<file path="src/rtl/y86_pkg.sv">
// Shared definitions for the Y86-64 SEQ stage sequencer: status codes, icodes,
// stage encoding and the data-memory instruction classifier.
package y86_pkg;

    localparam logic [2:0] STAT_AOK = 3'd1;
    localparam logic [2:0] STAT_HLT = 3'd2;
    localparam logic [2:0] STAT_ADR = 3'd3;
    localparam logic [2:0] STAT_INS = 3'd4;

    localparam logic [3:0] I_HALT   = 4'h0;
    localparam logic [3:0] I_NOP    = 4'h1;
    localparam logic [3:0] I_RRMOVQ = 4'h2;
    localparam logic [3:0] I_IRMOVQ = 4'h3;
    localparam logic [3:0] I_RMMOVQ = 4'h4;
    localparam logic [3:0] I_MRMOVQ = 4'h5;
    localparam logic [3:0] I_OPQ    = 4'h6;
    localparam logic [3:0] I_JXX    = 4'h7;
    localparam logic [3:0] I_CALL   = 4'h8;
    localparam logic [3:0] I_RET    = 4'h9;
    localparam logic [3:0] I_PUSHQ  = 4'hA;
    localparam logic [3:0] I_POPQ   = 4'hB;

    typedef enum logic [2:0] {
        StIdle,
        StFetch,
        StDecode,
        StExecute,
        StMemory,
        StWriteback,
        StPcupd,
        StHalted
    } stage_t;

    function automatic logic uses_dmem(input logic [3:0] icode);
        return (icode == I_RMMOVQ) || (icode == I_MRMOVQ) || (icode == I_CALL) ||
               (icode == I_RET) || (icode == I_PUSHQ) || (icode == I_POPQ);
    endfunction

endpackage

</file>
<file path="src/rtl/y86_wait_timer.sv">
// Counts consecutive not-ready cycles of a memory handshake; o_limit marks the last
// tolerated wait cycle and o_timeout is that cycle still not ready.
module y86_wait_timer #(
    parameter int unsigned MEM_TIMEOUT = 15
) (
    input  logic clk,
    input  logic rst,
    input  logic i_clear,
    input  logic i_inc,
    output logic o_limit,
    output logic o_timeout
);

    logic [7:0] r_count;

    always_ff @(posedge clk) begin
        if (rst) begin
            r_count <= 8'd0;
        end else if (i_clear) begin
            r_count <= 8'd0;
        end else if (i_inc) begin
            r_count <= r_count + 8'd1;
        end
    end

    assign o_limit   = (r_count == 8'(MEM_TIMEOUT - 1));
    assign o_timeout = o_limit & i_inc;

endmodule

</file>
<file path="src/rtl/y86_seq_stage_ctrl.sv">
// Multi-cycle stage sequencer for the Y86-64 SEQ core: walks each instruction through
// the six stages, maps faults onto the architectural status and keeps debug counters.
module y86_seq_stage_ctrl
    import y86_pkg::*;
#(
    parameter int unsigned CNT_W       = 32,
    parameter int unsigned MEM_TIMEOUT = 15
) (
    input  logic             clk,
    input  logic             rst,
    input  logic             i_start,
    input  logic             i_imem_ready,
    input  logic             i_imem_error,
    input  logic             i_instr_valid,
    input  logic [3:0]       i_icode,
    input  logic             i_dmem_ready,
    input  logic             i_dmem_error,
    output logic             o_fetch_en,
    output logic             o_decode_en,
    output logic             o_execute_en,
    output logic             o_memory_en,
    output logic             o_dmem_req,
    output logic             o_writeback_en,
    output logic             o_pc_update_en,
    output logic             o_busy,
    output logic             o_halted,
    output logic [2:0]       o_stat,
    output logic [CNT_W-1:0] o_cycle_count,
    output logic [CNT_W-1:0] o_retired_count
);

    stage_t     r_state, w_state_d;
    logic [2:0] r_stat, w_stat_d;
    logic [3:0] r_icode, w_icode_d;
    logic [CNT_W-1:0] r_cycle_count, r_retired_count;
    logic r_fetch_en, r_decode_en, r_execute_en, r_memory_en, r_dmem_req;
    logic r_writeback_en, r_pc_update_en, r_busy, r_halted;
    logic w_wait_inc, w_wait_clear, w_limit, w_timeout;

    // Only a memory-type MEMORY stage waits on dmem_ready.
    assign w_wait_inc = ((r_state == StFetch) && !i_imem_ready) ||
                        ((r_state == StMemory) && uses_dmem(r_icode) && !i_dmem_ready);
    assign w_wait_clear = (w_state_d != r_state);

    y86_wait_timer #(
        .MEM_TIMEOUT(MEM_TIMEOUT)
    ) u_wait_timer (
        .clk      (clk),
        .rst      (rst),
        .i_clear  (w_wait_clear),
        .i_inc    (w_wait_inc),
        .o_limit  (w_limit),
        .o_timeout(w_timeout)
    );

    always_comb begin
        w_state_d = r_state;
        w_stat_d  = r_stat;
        w_icode_d = r_icode;
        unique case (r_state)
            StIdle: begin
                if (i_start) w_state_d = StFetch;
            end
            StHalted: begin
                if (i_start) begin
                    w_state_d = StFetch;
                    w_stat_d  = STAT_AOK;
                end
            end
            StFetch: begin
                if (i_imem_ready) begin
                    if (i_imem_error) begin
                        w_state_d = StHalted;
                        w_stat_d  = STAT_ADR;
                    end else begin
                        w_state_d = StDecode;
                    end
                end else if (w_timeout) begin
                    w_state_d = StHalted;
                    w_stat_d  = STAT_ADR;
                end
            end
            StDecode: begin
                w_icode_d = i_icode;
                if (!i_instr_valid) begin
                    w_state_d = StHalted;
                    w_stat_d  = STAT_INS;
                end else if (i_icode == I_HALT) begin
                    w_state_d = StHalted;
                    w_stat_d  = STAT_HLT;
                end else begin
                    w_state_d = StExecute;
                end
            end
            StExecute: w_state_d = StMemory;
            StMemory: begin
                if (!uses_dmem(r_icode)) begin
                    w_state_d = StWriteback;
                end else if (i_dmem_ready) begin
                    if (i_dmem_error) begin
                        w_state_d = StHalted;
                        w_stat_d  = STAT_ADR;
                    end else begin
                        w_state_d = StWriteback;
                    end
                end else if (w_limit) begin
                    w_state_d = StHalted;
                    w_stat_d  = STAT_ADR;
                end
            end
            StWriteback: w_state_d = StPcupd;
            StPcupd:     w_state_d = StFetch;
            default:     w_state_d = StIdle;
        endcase
    end

    // Stage outputs are registered from the next state so they track r_state exactly.
    always_ff @(posedge clk) begin
        if (rst) begin
            r_state         <= StIdle;
            r_stat          <= STAT_AOK;
            r_icode         <= I_HALT;
            r_cycle_count   <= '0;
            r_retired_count <= '0;
            r_fetch_en      <= 1'b0;
            r_decode_en     <= 1'b0;
            r_execute_en    <= 1'b0;
            r_memory_en     <= 1'b0;
            r_dmem_req      <= 1'b0;
            r_writeback_en  <= 1'b0;
            r_pc_update_en  <= 1'b0;
            r_busy          <= 1'b0;
            r_halted        <= 1'b0;
        end else begin
            r_state        <= w_state_d;
            r_stat         <= w_stat_d;
            r_icode        <= w_icode_d;
            r_fetch_en     <= (w_state_d == StFetch);
            r_decode_en    <= (w_state_d == StDecode);
            r_execute_en   <= (w_state_d == StExecute);
            r_memory_en    <= (w_state_d == StMemory);
            r_dmem_req     <= (w_state_d == StMemory) && uses_dmem(w_icode_d);
            r_writeback_en <= (w_state_d == StWriteback);
            r_pc_update_en <= (w_state_d == StPcupd);
            r_busy         <= (w_state_d != StIdle) && (w_state_d != StHalted);
            r_halted       <= (w_state_d == StHalted);
            if (r_busy) r_cycle_count <= r_cycle_count + 1'b1;
            if (r_state == StPcupd) r_retired_count <= r_retired_count + 1'b1;
        end
    end

    assign o_fetch_en      = r_fetch_en;
    assign o_decode_en     = r_decode_en;
    assign o_execute_en    = r_execute_en;
    assign o_memory_en     = r_memory_en;
    assign o_dmem_req      = r_dmem_req;
    assign o_writeback_en  = r_writeback_en;
    assign o_pc_update_en  = r_pc_update_en;
    assign o_busy          = r_busy;
    assign o_halted        = r_halted;
    assign o_stat          = r_stat;
    assign o_cycle_count   = r_cycle_count;
    assign o_retired_count = r_retired_count;

endmodule

</file>
<file path="config.mk">
export PLATFORM = sky130hd
export DESIGN_NAME = y86_seq_stage_ctrl
export DESIGN_NICKNAME = d
export VERILOG_FILES = /design/src/rtl/y86_pkg.sv /design/src/rtl/y86_wait_timer.sv /design/src/rtl/y86_seq_stage_ctrl.sv
export SDC_FILE = /design/constraint.sdc
export NUM_CORES = 1
export LEC_CHECK = 0
export CORE_ASPECT_RATIO = 0.6
export CORE_MARGIN = 4
export CORE_UTILIZATION = 55
export CTS_CLUSTER_DIAMETER = 60
export DETAILED_ROUTE_END_ITERATION = 7
export GPL_TIMING_DRIVEN = 1
export PLACE_DENSITY = 0.86
export SYNTH_ARGS = -nofsm -noshare
export SYNTH_HDL_FRONTEND = slang
export SYNTH_HIERARCHICAL = 1
export SYNTH_SLANG_ARGS = --single-unit
</file>
<file path="constraint.sdc">
create_clock -name clk -period 4.6 [get_ports clk]
set_input_delay 1.15 -clock clk [delete_from_list [all_inputs] [get_ports clk]]
set_output_delay 1.15 -clock clk [all_outputs]
set_load 0.02 [all_outputs]
</file>
# After elaboration in Yosys (flattened, before gate mapping)

Index checks and enable logic that the tools add are counted.

Register bits: 91
Bits of input ports: 12
Word-level logic and storage cells: 103

Add/sub/neg operators: 3
Equal/unequal tests: 36
Mux-type cells: 23
Bitwise gates (word level): 1
Reduce and logical (&&, ||, !) cells: 25

Operators by type and width:

| kind                                                             | count |
|---|---|
| 32-bit by 1-bit adder with 32-bit output (second input constant) | 2 |
| 3-bit two-way mux                                                | 19 |
| 4-bit == test (second input constant)                            | 8 |
| 3-bit == test (second input constant)                            | 8 |
| 3-bit case mux with 7 select lines                               | 1 |
| 4-bit by 3-bit == test with 1-bit output (second input constant) | 4 |
| 3-bit by 2-bit == test with 1-bit output (second input constant) | 4 |
| 3-bit != test (second input constant)                            | 4 |
| 3-bit case mux with 4 select lines                               | 1 |
| 1-bit logical OR                                                 | 11 |
| 8-bit by 1-bit adder with 8-bit output (second input constant)   | 1 |
| 8-bit by 4-bit == test with 1-bit output (second input constant) | 1 |
| 8-bit AND reduction                                              | 1 |
| 3-bit by 1-bit == test with 1-bit output (second input constant) | 2 |
| 3-bit by 2-bit != test with 1-bit output (second input constant) | 2 |
| 1-bit logical AND                                                | 5 |
| 4-bit logical NOT                                                | 1 |
| 4-bit two-way mux                                                | 1 |
| 4-bit nonzero test                                               | 1 |
| 2-bit OR reduction                                               | 2 |
| 3-bit logical NOT                                                | 1 |
| 3-bit != test                                                    | 1 |
| 3-bit nonzero test                                               | 1 |
| 1-bit logical NOT                                                | 2 |
| other kinds (4)                                                  | 4 |

# Depth between registers and ports, before layout

Gate-level depths: netlist of the first run.

Depth after elaboration: 15
Gate-level depth with buffers: 14
Depth with buffers taken out: 12

# Hierarchy

Netlist of the first run, hierarchy kept.

By module, submodules not included:

| module             | times used | cells an instance | area each (um2) | seq. area each (um2) |
|---|---|---|---|---|
| y86_seq_stage_ctrl | 1          | 430               | 3701.0          | 1641.6 |
| y86_wait_timer     | 1          | 43                | 390.4           | 160.2 |

# Worst setup path before layout of the first run

Ideal clock, no wire load.

Path type: in2reg
From: input port i_dmem_ready
To: register u_wait_timer.r_count[1]
Data arrival time: 3.053 ns
Data required time: 4.514 ns
Slack: 1.461 ns
Cell stages on the path: 12
Path buffers: 2
Path through: nor3_1 a21oi_1 nor2_1 buf_2 and2_1 or2_2 or3_1 o21ai_0 a222oi_1 or2_2 clkbuf_1 a211oi_1

Cells in the longest elaborated chain, start to end: 9
Elaborated cells on any way between the ends: 11

Ends and longest elaborated chain:

| what                                | RTL line                 | RTL |
|---|---|---|
| start: declaration                  | y86_seq_stage_ctrl.sv:16 | `input logic i_dmem_ready,` |
| 1-bit logical NOT                   | y86_seq_stage_ctrl.sv:42 | `((r_state == StMemory) && uses_dmem(r_icode) && !i_dmem_ready);` |
| 1-bit logical AND                   | y86_seq_stage_ctrl.sv:42 |  |
| 1-bit logical OR                    | y86_seq_stage_ctrl.sv:41 | `assign w_wait_inc = ((r_state == StFetch) && !i_imem_ready) \|\|` |
| via w_wait_inc                      | y86_seq_stage_ctrl.sv:38 | `logic w_wait_inc, w_wait_clear, w_limit, w_timeout;` |
| 1-bit bitwise AND                   | y86_wait_timer.sv:27     | `assign o_timeout = o_limit & i_inc;` |
| via w_timeout                       | y86_seq_stage_ctrl.sv:38 |  |
| 3-bit two-way mux                   | y86_seq_stage_ctrl.sv:78 | `end else if (w_timeout) begin` |
| 3-bit two-way mux                   | y86_seq_stage_ctrl.sv:71 | `if (i_imem_ready) begin` |
| 3-bit case mux with 7 select lines  | y86_seq_stage_ctrl.sv:60 | `unique case (r_state)` |
| 3-bit != test                       | y86_seq_stage_ctrl.sv:43 | `assign w_wait_clear = (w_state_d != r_state);` |
| via w_wait_clear                    | y86_seq_stage_ctrl.sv:38 |  |
| 2-bit OR reduction (no source line) | n/a                      |  |
| end signal: assignment              | y86_wait_timer.sv:22     | `r_count <= r_count + 8'd1;` |
| end: declaration                    | y86_wait_timer.sv:14     | `logic [7:0] r_count;` |

The timed path passes the listed nets, and every way through them passes these cells.
A chain may end at the register's enable or synchronous reset.

# Final worst setup path of the first run

From: input port i_imem_ready
To: register u_wait_timer.r_count[1]

Cells in the longest elaborated chain, start to end: 9

Ends and longest elaborated chain:

| what                                | RTL line                 | RTL |
|---|---|---|
| start: declaration                  | y86_seq_stage_ctrl.sv:12 | `input logic i_imem_ready,` |
| 1-bit logical NOT                   | y86_seq_stage_ctrl.sv:41 |  |
| 1-bit logical AND                   | y86_seq_stage_ctrl.sv:41 |  |
| 1-bit logical OR                    | y86_seq_stage_ctrl.sv:41 |  |
| via w_wait_inc                      | y86_seq_stage_ctrl.sv:38 |  |
| 1-bit bitwise AND                   | y86_wait_timer.sv:27     |  |
| via w_timeout                       | y86_seq_stage_ctrl.sv:38 |  |
| 3-bit two-way mux                   | y86_seq_stage_ctrl.sv:78 |  |
| 3-bit two-way mux                   | y86_seq_stage_ctrl.sv:71 |  |
| 3-bit case mux with 7 select lines  | y86_seq_stage_ctrl.sv:60 |  |
| 3-bit != test                       | y86_seq_stage_ctrl.sv:43 |  |
| via w_wait_clear                    | y86_seq_stage_ctrl.sv:38 |  |
| 2-bit OR reduction (no source line) | n/a                      |  |

The timed path passes the listed nets, and every way through them passes these cells.

==> results_tabular.tex, run 1 <==
\begin{tabular}{lr}
\hline
Metric & Value \\
\hline
\multicolumn{2}{l}{\textbf{Critical path}} \\
Cell count of the worst reg-to-reg path & 11 \\
Class of the most critical setup path & in2reg \\
Kind of start point of the critical path & input port \\
Data arrival time of the critical path & 3.76 ns \\
Nature of the critical path endpoint & register \\
Data required time of the worst path & 4.85 ns \\
Crit Path Max Fanout & 8 \\
\multicolumn{2}{l}{\textbf{Global route}} \\
Met2 usage & 36.0\% \\
First-pass GRT wire length & 16,100 µm \\
GR Util All Layers & 22.4\% \\
Busiest layer in global routing & met2 \\
Met1 routing resource usage after global routing & 29.5\% \\
Grt ovf & 0 \\
Maximum number of pins on one net before global-route repair & 42 \\
Antenna violations before repair & 0 \\
Via count of the first global-routing pass & 3,372 \\
Met3 Resource Use GR & 6.76\% \\
\multicolumn{2}{l}{\textbf{Yosys}} \\
Post-synthesis instance total & 473 \\
Number of synthesized flops with an enable pin & 0 \\
Synthesized netlist net count & 489 \\
Synth Area per Inst & 8.65 µm² \\
Unique masters post-synth & 44 \\
Asr flop ratio synth & 0\% \\
Predominant post-synthesis flop cell & dfxtp\_1 \\
Synthesized flop and latch total & 90 \\
Number of synthesis warnings & 6 \\
Proportion of synthesized chip area in sequential cells & 44.0\% \\
Cell area after synthesis & 4090 µm² \\
\multicolumn{2}{l}{\textbf{Clock tree}} \\
Clock buffer count from CTS & 9 \\
Buffer type at the clock tree root & clkbuf\_16 \\
Deepest level of the CTS H-tree & 3 \\
Clock tree from TritonCTS & done \\
Count of hold buffers inserted by post-cts repair & 0 \\
Clock sink count & 90 \\
Clock latency of the later-clocked register in the worst-skew pair & 0.33 ns \\
Clock-pin transition on the worst setup and hold timing paths & 0.06 ns \\
Post-CTS Setup Inserts & 0 \\
Maximum buffer depth of the clock tree & 2 \\
Post-cts gate resize count & 0 \\
\multicolumn{2}{l}{\textbf{Routing}} \\
Final wirelength & 9940 µm \\
\# DRC & 0 \\
Routed len/inst & 15.1 µm \\
Vias & 3,721 \\
Number of violations reported at the end of detailed-routing iteration 0 & 342 \\
Via density per instance & 5.64 \\
Residual antenna-violating net count after detailed routing & 0 \\
Pre-antenna DRT Iters & 5 \\
\multicolumn{2}{l}{\textbf{STA}} \\
Setup repair after global routing missed its margin & no \\
Hold violation count in the final report & 0 \\
Peak Freq & 285 MHz \\
Slew HR & 50.2\% \\
Final period util & 76.3\% \\
Minimum period implied by the final worst setup slack & 3.51 ns \\
Setup TNS & 0 ns \\
Worst setup skew after layout & 0.00563 ns \\
Final Max Tran Viols & 0 \\
Actual transition at the worst max-transition pin & 0.747 ns \\
Setup violation total in the final timing report & 0 \\
\multicolumn{2}{l}{\textbf{Floorplanning}} \\
Area of the core & 7240 µm² \\
Vertical extent of the die & 74.8 µm \\
Number of cell rows & 24 \\
Die X-Extent & 119 µm \\
Starting density of the core & 56.5\% \\
IO Pins & 88 \\
Area of the die & 8930 µm² \\
\multicolumn{2}{l}{\textbf{Run}} \\
Number of max-cap violations & 0 \\
\multicolumn{2}{l}{\textbf{Pwr}} \\
Sw power & 0.000394 W \\
Sequential fraction of design power & 50.5\% \\
Combinational group share of total power & 9.0\% \\
Total power of the final layout & 0.00163 W \\
Switching Share & 24.1\% \\
Internal power consumption & 0.00124 W \\
Power density over the cells & 309 nW/µm² \\
Maximum vdd drop & 0.252 mV \\
Pleak & 1.87 nW \\
Clock share of power & 40.5\% \\
\multicolumn{2}{l}{\textbf{Status}} \\
Result of the run & finished, final reports clean \\
\multicolumn{2}{l}{\textbf{Final layout}} \\
Area of combinational cells with multiple inputs & 2180 µm² \\
Antenna diode count & 0 \\
Final-layout fill cell count & 536 \\
Post-layout nets & 567 \\
Area of all sequential standard cells & 1800 µm² \\
Final non-filler cell area & 5280 µm² \\
P\&R area growth vs syn & 29.1\% \\
Most common cell after layout, fill and taps aside & dfxtp\_1 \\
Highest-count cells in the layout ignoring fill and taps & dfxtp\_1 (90), clkdlybuf4s50\_1 (86), nor2\_1 (82), xor2\_1 (41), nand2\_1 (34) \\
Fraction of final layout cells sized beyond drive strength 1 & 5.22\% \\
\multicolumn{2}{l}{\textbf{Placement}} \\
Routability congestion estimate from global placement & 0.882 \\
Post-DP HPWL & 7080 µm \\
Number of input and output port buffers inserted & 87 \\
Post-Place Cell Area & 5020 µm² \\
\multicolumn{2}{l}{\textbf{Hold path}} \\
Number of cells on the worst hold path & 2 \\
Class of the most critical hold timing path & reg2reg \\
\hline
\end{tabular}
## stage by stage
| stage | setup WS (ns) | cells | hold slack (ns) | util, % |
|---|---|---|---|---|
| 2_1_floorplan | 1.46 | 473 | 0.461 | - |
| 3_3_place_gp | 0.904 | 644 | 0.483 | 69.3 |
| 3_5_place_dp | 0.796 | 644 | 0.497 | 69.3 |
| 4_1_cts | 1.11 | 660 | 0.507 | 73.0 |
| 5_1_grt | 0.958 | 660 | 0.534 | 73.0 |
| 6_report | 1.09 | 660 | 0.504 | 73.0 |
## critical path: stages
cell and delay, ns:
clkdlybuf4s50_1 0.53, nor3_1 0.06, a21oi_1 0.16, nor2_1 0.18
and2_1 0.23, or2_2 0.31, or3_1 0.31, o21ai_0 0.09
a222oi_1 0.10, or2_2 0.40, a211oi_1 0.23
## final cells by class
type	instances	share of cell area [%]
multi-input combinational	355	41.3
sequential	90	34.1
timing repair buffer	89	16.7
clock buffer	13	4.74
tap	104	2.46
inverter	6	0.426
clock inverter	3	0.284
## per-layer routing
layer | routed length [µm] | vias to the layer above
li1 | - | 1805
met4 | 108 | 0
met1 | 4610 | 1746
met2 | 4570 | 157
met3 | 646 | 13
met5 | 0 | -
## synthesized netlist by cell type (all sizes together) (10+ instances only)
| cell type | number | share of area (%) |
|---|---|---|
| a21oi | 17 | 2.1 |
| and3 | 10 | 1.5 |
| and4 | 12 | 2.6 |
| buf | 11 | 1.3 |
| clkbuf | 11 | 1.0 |
| dfxtp | 90 | 44 |
| nand2 | 34 | 3.1 |
| nand3 | 20 | 2.6 |
| nand4 | 25 | 4.3 |
| nor2 | 82 | 7.5 |
| nor3 | 16 | 2.0 |
| o21ai | 15 | 1.8 |
| or3 | 12 | 1.8 |
| xnor2 | 17 | 3.6 |
| xor2 | 41 | 8.8 |
## power by group through the flow
stage	Sequential [W]	Clock (W)	Combinational [W]
2_1_floorplan	0.000841	0	0.0000934
3_3_place_gp	0.000841	0	0.000143
3_5_place_dp	0.000842	0	0.000146
4_1_cts	0.000825	0.000678	0.000147
5_1_grt	0.000828	0.000716	0.000160
6_report	0.000825	0.000662	0.000147
## state kept, by name, summed over array words and instances (netlist names), 3 cells and up
name                  flops
o_cycle_count            32
r_state                   3
r_icode                   3
o_stat                    3
u_wait_timer/r_count      8
o_retired_count          32
## kinds of logic after synthesis
family,share of synthesized area (%)
simple gates,31.6
mux,1.77
fa+ha+maj,1.22
flops,44.0
xor+xnor,12.4
buf+inv,2.81
compound gates,6.12
## final timing paths
path                       start                       to  slack [ns]
min reg2reg  o_retired_count[31]      o_retired_count[31]        0.50
max                 i_imem_ready  u_wait_timer/r_count[1]        1.09
max reg2reg           r_icode[2]                   o_busy        1.56
min          o_retired_count[31]      o_retired_count[31]        0.50
Note: power is estimated with default switching activity, not from simulation.
==> run 2, diff against run 1 <==
CORE_UTILIZATION = 51   (was 55)
PLACE_DENSITY = 0.8   (was 0.86)
clock period = 3.5 ns   (was 4.6 ns; I/O delays follow)
==> run 2 against run 1 <==
Effect of this change: flip-flop and latch count did not move; final cell count did not move; power rose by 35%; register-to-register slack got worse by 0.93 ns; global-route usage fell by 0.97 points; non-clock buffer count rose by 2; sequential share of layout area fell by 0.16 points; first-iteration DRC count fell by 18%; worst hold slack got worse by 0.022 ns; largest cell class unchanged; highest routed layer unchanged.
==> results_tabular.tex, run 2 (synthesis results as in run 1) <==
\begin{tabular}{lr}
\hline
Metric & Value \\
\hline
\multicolumn{2}{l}{\textbf{Routing}} \\
\# DRC & 0 \\
Number of violations reported at the end of detailed-routing iteration 0 & 281 \\
Routed len/inst & 15.2 µm \\
Via density per instance & 5.50 \\
Pre-antenna DRT Iters & 5 \\
Vias & 3,632 \\
Residual antenna-violating net count after detailed routing & 0 \\
Final wirelength & 10000 µm \\
\multicolumn{2}{l}{\textbf{STA}} \\
Worst setup skew after layout & 0.00718 ns \\
Peak Freq & 329 MHz \\
Minimum period implied by the final worst setup slack & 3.04 ns \\
Setup violation total in the final timing report & 0 \\
Slew HR & 54.5\% \\
Final period util & 86.8\% \\
Setup repair after global routing missed its margin & no \\
Actual transition at the worst max-transition pin & 0.682 ns \\
Final Max Tran Viols & 0 \\
Hold violation count in the final report & 0 \\
Setup TNS & 0 ns \\
\multicolumn{2}{l}{\textbf{Placement}} \\
Number of input and output port buffers inserted & 87 \\
Post-DP HPWL & 7190 µm \\
Routability congestion estimate from global placement & 0.862 \\
\multicolumn{2}{l}{\textbf{Final layout}} \\
Post-layout nets & 569 \\
Antenna diode count & 0 \\
Area of combinational cells with multiple inputs & 2180 µm² \\
Highest-count cells in the layout ignoring fill and taps & dfxtp\_1 (90), clkdlybuf4s50\_1 (86), nor2\_1 (82), xor2\_1 (41), nand2\_1 (34) \\
Fraction of final layout cells sized beyond drive strength 1 & 5.40\% \\
Area of all sequential standard cells & 1800 µm² \\
Final-layout fill cell count & 621 \\
P\&R area growth vs syn & 29.7\% \\
Final design utilization & 70.4\% \\
Most common cell after layout, fill and taps aside & dfxtp\_1 \\
\multicolumn{2}{l}{\textbf{Critical path}} \\
Class of the most critical setup path & in2reg \\
Slowest cell delay on critical path & 0.51 ns \\
Cell with the largest stage delay on the worst path & clkdlybuf4s50\_1 \\
Cell repeated most along the worst path & or2\_2 \\
Data arrival time of the critical path & 3.29 ns \\
Gate family responsible for the most delay along the worst path & simple AND/OR/NAND/NOR gates \\
Buffers and inverters on the worst path & 1 \\
Nature of the critical path endpoint & register \\
Kind of start point of the critical path & input port \\
Data required time of the worst path & 3.75 ns \\
Crit Path Max Fanout & 7 \\
Worst path cell trace & clkdlybuf4s50\_1 -> nor3\_1 -> a21oi\_1 -> nor2\_1 -> and2\_1 -> or2\_2 -> or3\_1 -> o21ai\_0 -> a222oi\_1 -> or2\_2 -> a211oi\_1 \\
\multicolumn{2}{l}{\textbf{Pwr}} \\
Internal power consumption & 0.00168 W \\
Pleak & 1.88 nW \\
Clock share of power & 41.7\% \\
Power density over the cells & 415 nW/µm² \\
Sw power & 0.000520 W \\
Sequential fraction of design power & 49.0\% \\
Maximum vdd drop & 0.240 mV \\
Switching Share & 23.6\% \\
Combinational group share of total power & 9.3\% \\
\multicolumn{2}{l}{\textbf{Floorplanning}} \\
Starting density of the core & 54.3\% \\
IO Pins & 88 \\
Die X-Extent & 124 µm \\
Area of the die & 9570 µm² \\
Vertical extent of the die & 77.4 µm \\
Number of cell rows & 24 \\
Area of the core & 7540 µm² \\
\multicolumn{2}{l}{\textbf{Clock tree}} \\
Maximum buffer depth of the clock tree & 2 \\
Clock buffer count from CTS & 9 \\
Clock-pin transition on the worst setup and hold timing paths & 0.06 ns \\
Clock tree from TritonCTS & done \\
Clock sink count & 90 \\
Deepest level of the CTS H-tree & 3 \\
Buffer type at the clock tree root & clkbuf\_16 \\
Post-cts gate resize count & 0 \\
Post-CTS Setup Inserts & 0 \\
Clock latency of the later-clocked register in the worst-skew pair & 0.34 ns \\
Count of hold buffers inserted by post-cts repair & 0 \\
\multicolumn{2}{l}{\textbf{Status}} \\
Result of the run & finished, final reports clean \\
\multicolumn{2}{l}{\textbf{Global route}} \\
Met2 usage & 32.9\% \\
Busiest layer in global routing & met2 \\
GR Util All Layers & 21.5\% \\
Antenna violations before repair & 0 \\
Via count of the first global-routing pass & 3,500 \\
Met1 routing resource usage after global routing & 29.0\% \\
Met3 Resource Use GR & 6.98\% \\
Maximum number of pins on one net before global-route repair & 44 \\
First-pass GRT wire length & 16,700 µm \\
Grt ovf & 0 \\
\multicolumn{2}{l}{\textbf{Run}} \\
Number of max-cap violations & 0 \\
\multicolumn{2}{l}{\textbf{Hold path}} \\
Class of the most critical hold timing path & reg2reg \\
\hline
\end{tabular}
run 2: cell types whose count changed in the layout (fill, tap and decap cells not counted):
| cell | before | now |
|---|---|---|
| bufinv_16 | 0 | 1 |
| clkbuf_1 | 3 | 2 |
| clkinvlp_4 | 0 | 1 |
| clkinv_2 | 3 | 1 |
| buf_4 | 2 | 4 |
| clkbuf_8 | 1 | 0 |
run 2: path summary, 6_finish.rpt:
kind	cells past startpoint	to	slack (ns)	start
min reg2reg	2	o_stat[2]	0.48	o_stat[2]
max reg2reg	10	u_wait_timer/r_count[1]	0.63	u_wait_timer/r_count[1]
min	2	o_stat[2]	0.48	o_stat[2]
max	11	u_wait_timer/r_count[1]	0.46	i_dmem_ready
run 2: power by group through the flow:
stage               Combinational (W)  Clock (W)  Sequential, W
floorplan                    0.000123          0        0.00111
global placement             0.000201          0        0.00110
detailed placement           0.000203          0        0.00110
CTS                          0.000204   0.000935        0.00108
global route                 0.000226   0.000974        0.00108
finish                       0.000204   0.000917        0.00108
run 2: worst reg2reg max path: cells and delay by family, from the launching register on:
| kind | cells | cell delay (ns) |
|---|---|---|
| AND/OR/NAND/NOR | 5 | 1.43 |
| AO/OA/AOI/OAI | 4 | 0.70 |
| flip-flops | 1 | 0.43 |
| adder cells (fa/ha/maj) | 1 | 0.21 |
run 2: per-stage QoR:
step                hold slack, ns  total power, W  area (µm²)  setup WS (ns)  instances
global placement             0.466         0.00130        5030          0.211        646
finish                       0.482         0.00220        5310          0.462        660
CTS                          0.487         0.00222        5310          0.499        660
floorplan                    0.461         0.00123        4090          0.636        473
global route                 0.496         0.00228        5310          0.317        660
detailed placement           0.477         0.00130        5030          0.159        646
run 2: metal layers:
metal	wire length, µm	part of all wire, %	vias up
li1	-	-	1803
met1	4730	47	1712
met2	4540	45	105
met3	626	6.3	12
met4	97	0.97	0
met5	0	0	-
run 2: layout make-up:
cell class | instances | share of cell area (%)
timing repair buffer | 91 | 16.9
clock inverter | 3 | 0.802
tap | 104 | 2.45
multi-input combinational | 355 | 41.1
clock buffer | 11 | 4.39
inverter | 6 | 0.424
sequential | 90 | 34.0
==> run 3, diff against run 2 <==
CORE_UTILIZATION = 55   (was 51)
PLACE_DENSITY = 0.86   (was 0.8)
clock period = 3.6 ns   (was 3.5 ns; I/O delays follow)
==> run 3 against run 2 <==
Effect of this change: first-iteration DRC count rose by 7.8%; sequential share of layout area about the same; utilization grew 2.9 points; sequential power barely moved; critical path depth unchanged; critical path type unchanged; highest routed layer unchanged.
==> results_tabular.tex, run 3 (synthesis results as in run 1) <==
\begin{tabular}{lr}
\hline
Metric & Value \\
\hline
\multicolumn{2}{l}{\textbf{Status}} \\
Result of the run & finished, final reports clean \\
\multicolumn{2}{l}{\textbf{Hold path}} \\
Hold Path End & o\_retired\_count[31] \\
Number of cells on the worst hold path & 2 \\
Worst hold start & o\_retired\_count[31] \\
Class of the most critical hold timing path & reg2reg \\
\multicolumn{2}{l}{\textbf{Clock tree}} \\
Clock buffer count from CTS & 9 \\
Post-cts gate resize count & 0 \\
Clock tree from TritonCTS & done \\
Clock latency of the later-clocked register in the worst-skew pair & 0.33 ns \\
Buffer type at the clock tree root & clkbuf\_16 \\
Clock-pin transition on the worst setup and hold timing paths & 0.06 ns \\
Post-CTS Setup Inserts & 0 \\
Maximum buffer depth of the clock tree & 2 \\
Count of hold buffers inserted by post-cts repair & 0 \\
Deepest level of the CTS H-tree & 3 \\
Clock sink count & 90 \\
\multicolumn{2}{l}{\textbf{Placement}} \\
Number of input and output port buffers inserted & 87 \\
Post-DP HPWL & 6880 µm \\
Routability congestion estimate from global placement & 0.873 \\
\multicolumn{2}{l}{\textbf{Final layout}} \\
Most common cell after layout, fill and taps aside & dfxtp\_1 \\
Area of all sequential standard cells & 1800 µm² \\
Post-layout nets & 569 \\
P\&R area growth vs syn & 29.7\% \\
Area of combinational cells with multiple inputs & 2180 µm² \\
Antenna diode count & 0 \\
Final design utilization & 73.3\% \\
Highest-count cells in the layout ignoring fill and taps & dfxtp\_1 (90), clkdlybuf4s50\_1 (86), nor2\_1 (82), xor2\_1 (41), nand2\_1 (34) \\
Fraction of final layout cells sized beyond drive strength 1 & 5.73\% \\
Final-layout fill cell count & 535 \\
\multicolumn{2}{l}{\textbf{Routing}} \\
\# DRC & 0 \\
Residual antenna-violating net count after detailed routing & 0 \\
Routed len/inst & 14.6 µm \\
Via density per instance & 5.56 \\
Vias & 3,684 \\
Pre-antenna DRT Iters & 5 \\
Final wirelength & 9640 µm \\
Number of violations reported at the end of detailed-routing iteration 0 & 303 \\
\multicolumn{2}{l}{\textbf{Critical path}} \\
Data required time of the worst path & 3.85 ns \\
Crit Path Max Fanout & 7 \\
Nature of the critical path endpoint & register \\
Class of the most critical setup path & in2reg \\
Kind of start point of the critical path & input port \\
Source of the worst register-to-register timing path & u\_wait\_timer/r\_count[1] \\
R2r setup slk & 0.68 ns \\
Reg2Reg Capture Point & u\_wait\_timer/r\_count[4] \\
Cell count of the worst reg-to-reg path & 10 \\
Data arrival time of the critical path & 3.32 ns \\
\multicolumn{2}{l}{\textbf{Pwr}} \\
Pleak & 1.87 nW \\
Maximum vdd drop & 0.248 mV \\
Total power of the final layout & 0.00211 W \\
Power density over the cells & 398 nW/µm² \\
\multicolumn{2}{l}{\textbf{STA}} \\
Minimum period implied by the final worst setup slack & 3.07 ns \\
Slew HR & 57.9\% \\
Setup TNS & 0 ns \\
Actual transition at the worst max-transition pin & 0.632 ns \\
Peak Freq & 326 MHz \\
Setup repair after global routing missed its margin & no \\
Final period util & 85.3\% \\
Worst setup skew after layout & 0.00850 ns \\
Hold violation count in the final report & 0 \\
Setup violation total in the final timing report & 0 \\
Final Max Tran Viols & 0 \\
\multicolumn{2}{l}{\textbf{Floorplanning}} \\
Number of cell rows & 24 \\
Starting density of the core & 56.5\% \\
Vertical extent of the die & 74.8 µm \\
Die X-Extent & 119 µm \\
Area of the core & 7240 µm² \\
IO Pins & 88 \\
Area of the die & 8930 µm² \\
\multicolumn{2}{l}{\textbf{Global route}} \\
Maximum number of pins on one net before global-route repair & 45 \\
First-pass GRT wire length & 15,600 µm \\
Antenna violations before repair & 0 \\
GR Util All Layers & 21.2\% \\
Via count of the first global-routing pass & 3,373 \\
Grt ovf & 0 \\
\multicolumn{2}{l}{\textbf{Run}} \\
Number of max-cap violations & 0 \\
\hline
\end{tabular}
[run 3: changes by cell type in the layout (fill, tap and decap cells not counted), sizes merged]
cell      delta
clkbuf       +1
bufinv       -1
clkinvlp     +2
[run 3: how the worst max path moves through the flow]
stage | start | to | slack, ns | depth (start not counted)
CTS | i_dmem_ready | u_wait_timer/r_count[1] | 0.55 | 11
finish | i_dmem_ready | u_wait_timer/r_count[1] | 0.53 | 11
floorplan | i_dmem_ready | u_wait_timer/r_count[1] | 0.71 | 12
global route | i_dmem_ready | u_wait_timer/r_count[1] | 0.38 | 11
global placement | i_dmem_ready | u_wait_timer/r_count[1] | 0.31 | 11
detailed placement | i_dmem_ready | u_wait_timer/r_count[1] | 0.18 | 11
[run 3: cell type report]
cell class,instances,share of cell area (%)
repair buffers,91,16.9
flip-flops and latches,90,34.0
inverters,6,0.425
clock buffers,12,4.65
multi-input cells,355,41.1
clock inverters,4,0.519
well taps,104,2.45
[run 3: power by group]
group / switching, W / total, W / leakage, nW / internal [W]
Clock: 0.000380 / 0.000866 / 0.125 / 0.000486
Sequential: 0.0000292 / 0.00105 / 0.727 / 0.00102
Combinational: 0.000114 / 0.000200 / 1.02 / 0.0000859
Total: 0.000523 / 0.00211 / 1.87 / 0.00159
[run 3: metrics by stage]
stage	cells	cell area, µm²	setup slack, ns	hold WS [ns]
2_1_floorplan	473	4090	0.711	0.461
3_3_place_gp	646	5030	0.311	0.481
3_5_place_dp	646	5030	0.182	0.487
4_1_cts	662	5310	0.549	0.504
5_1_grt	662	5310	0.377	0.536
6_report	662	5310	0.530	0.498
[run 3: routing by layer]
layer / share of wire, % / vias to the layer above / wire length [µm] / global-route usage [%]
met2: 45 / 126 / 4360 / 35.5
met3: 6.7 / 7 / 641 / 5.93
met4: 0.90 / 0 / 87 / 6.60
met1: 47 / 1745 / 4550 / 27.4
li1: - / 1806 / - / -
met5: 0 / - / 0 / 0
[run 3: critical path, stage by stage]
cell and delay, ns:
clkdlybuf4s50_1 0.51, nor3_1 0.06, a21oi_1 0.17, nor2_1 0.07
and2_1 0.17, or2_2 0.31, or3_1 0.32, o21ai_0 0.10
a222oi_1 0.12, or2_2 0.39, a211oi_1 0.21
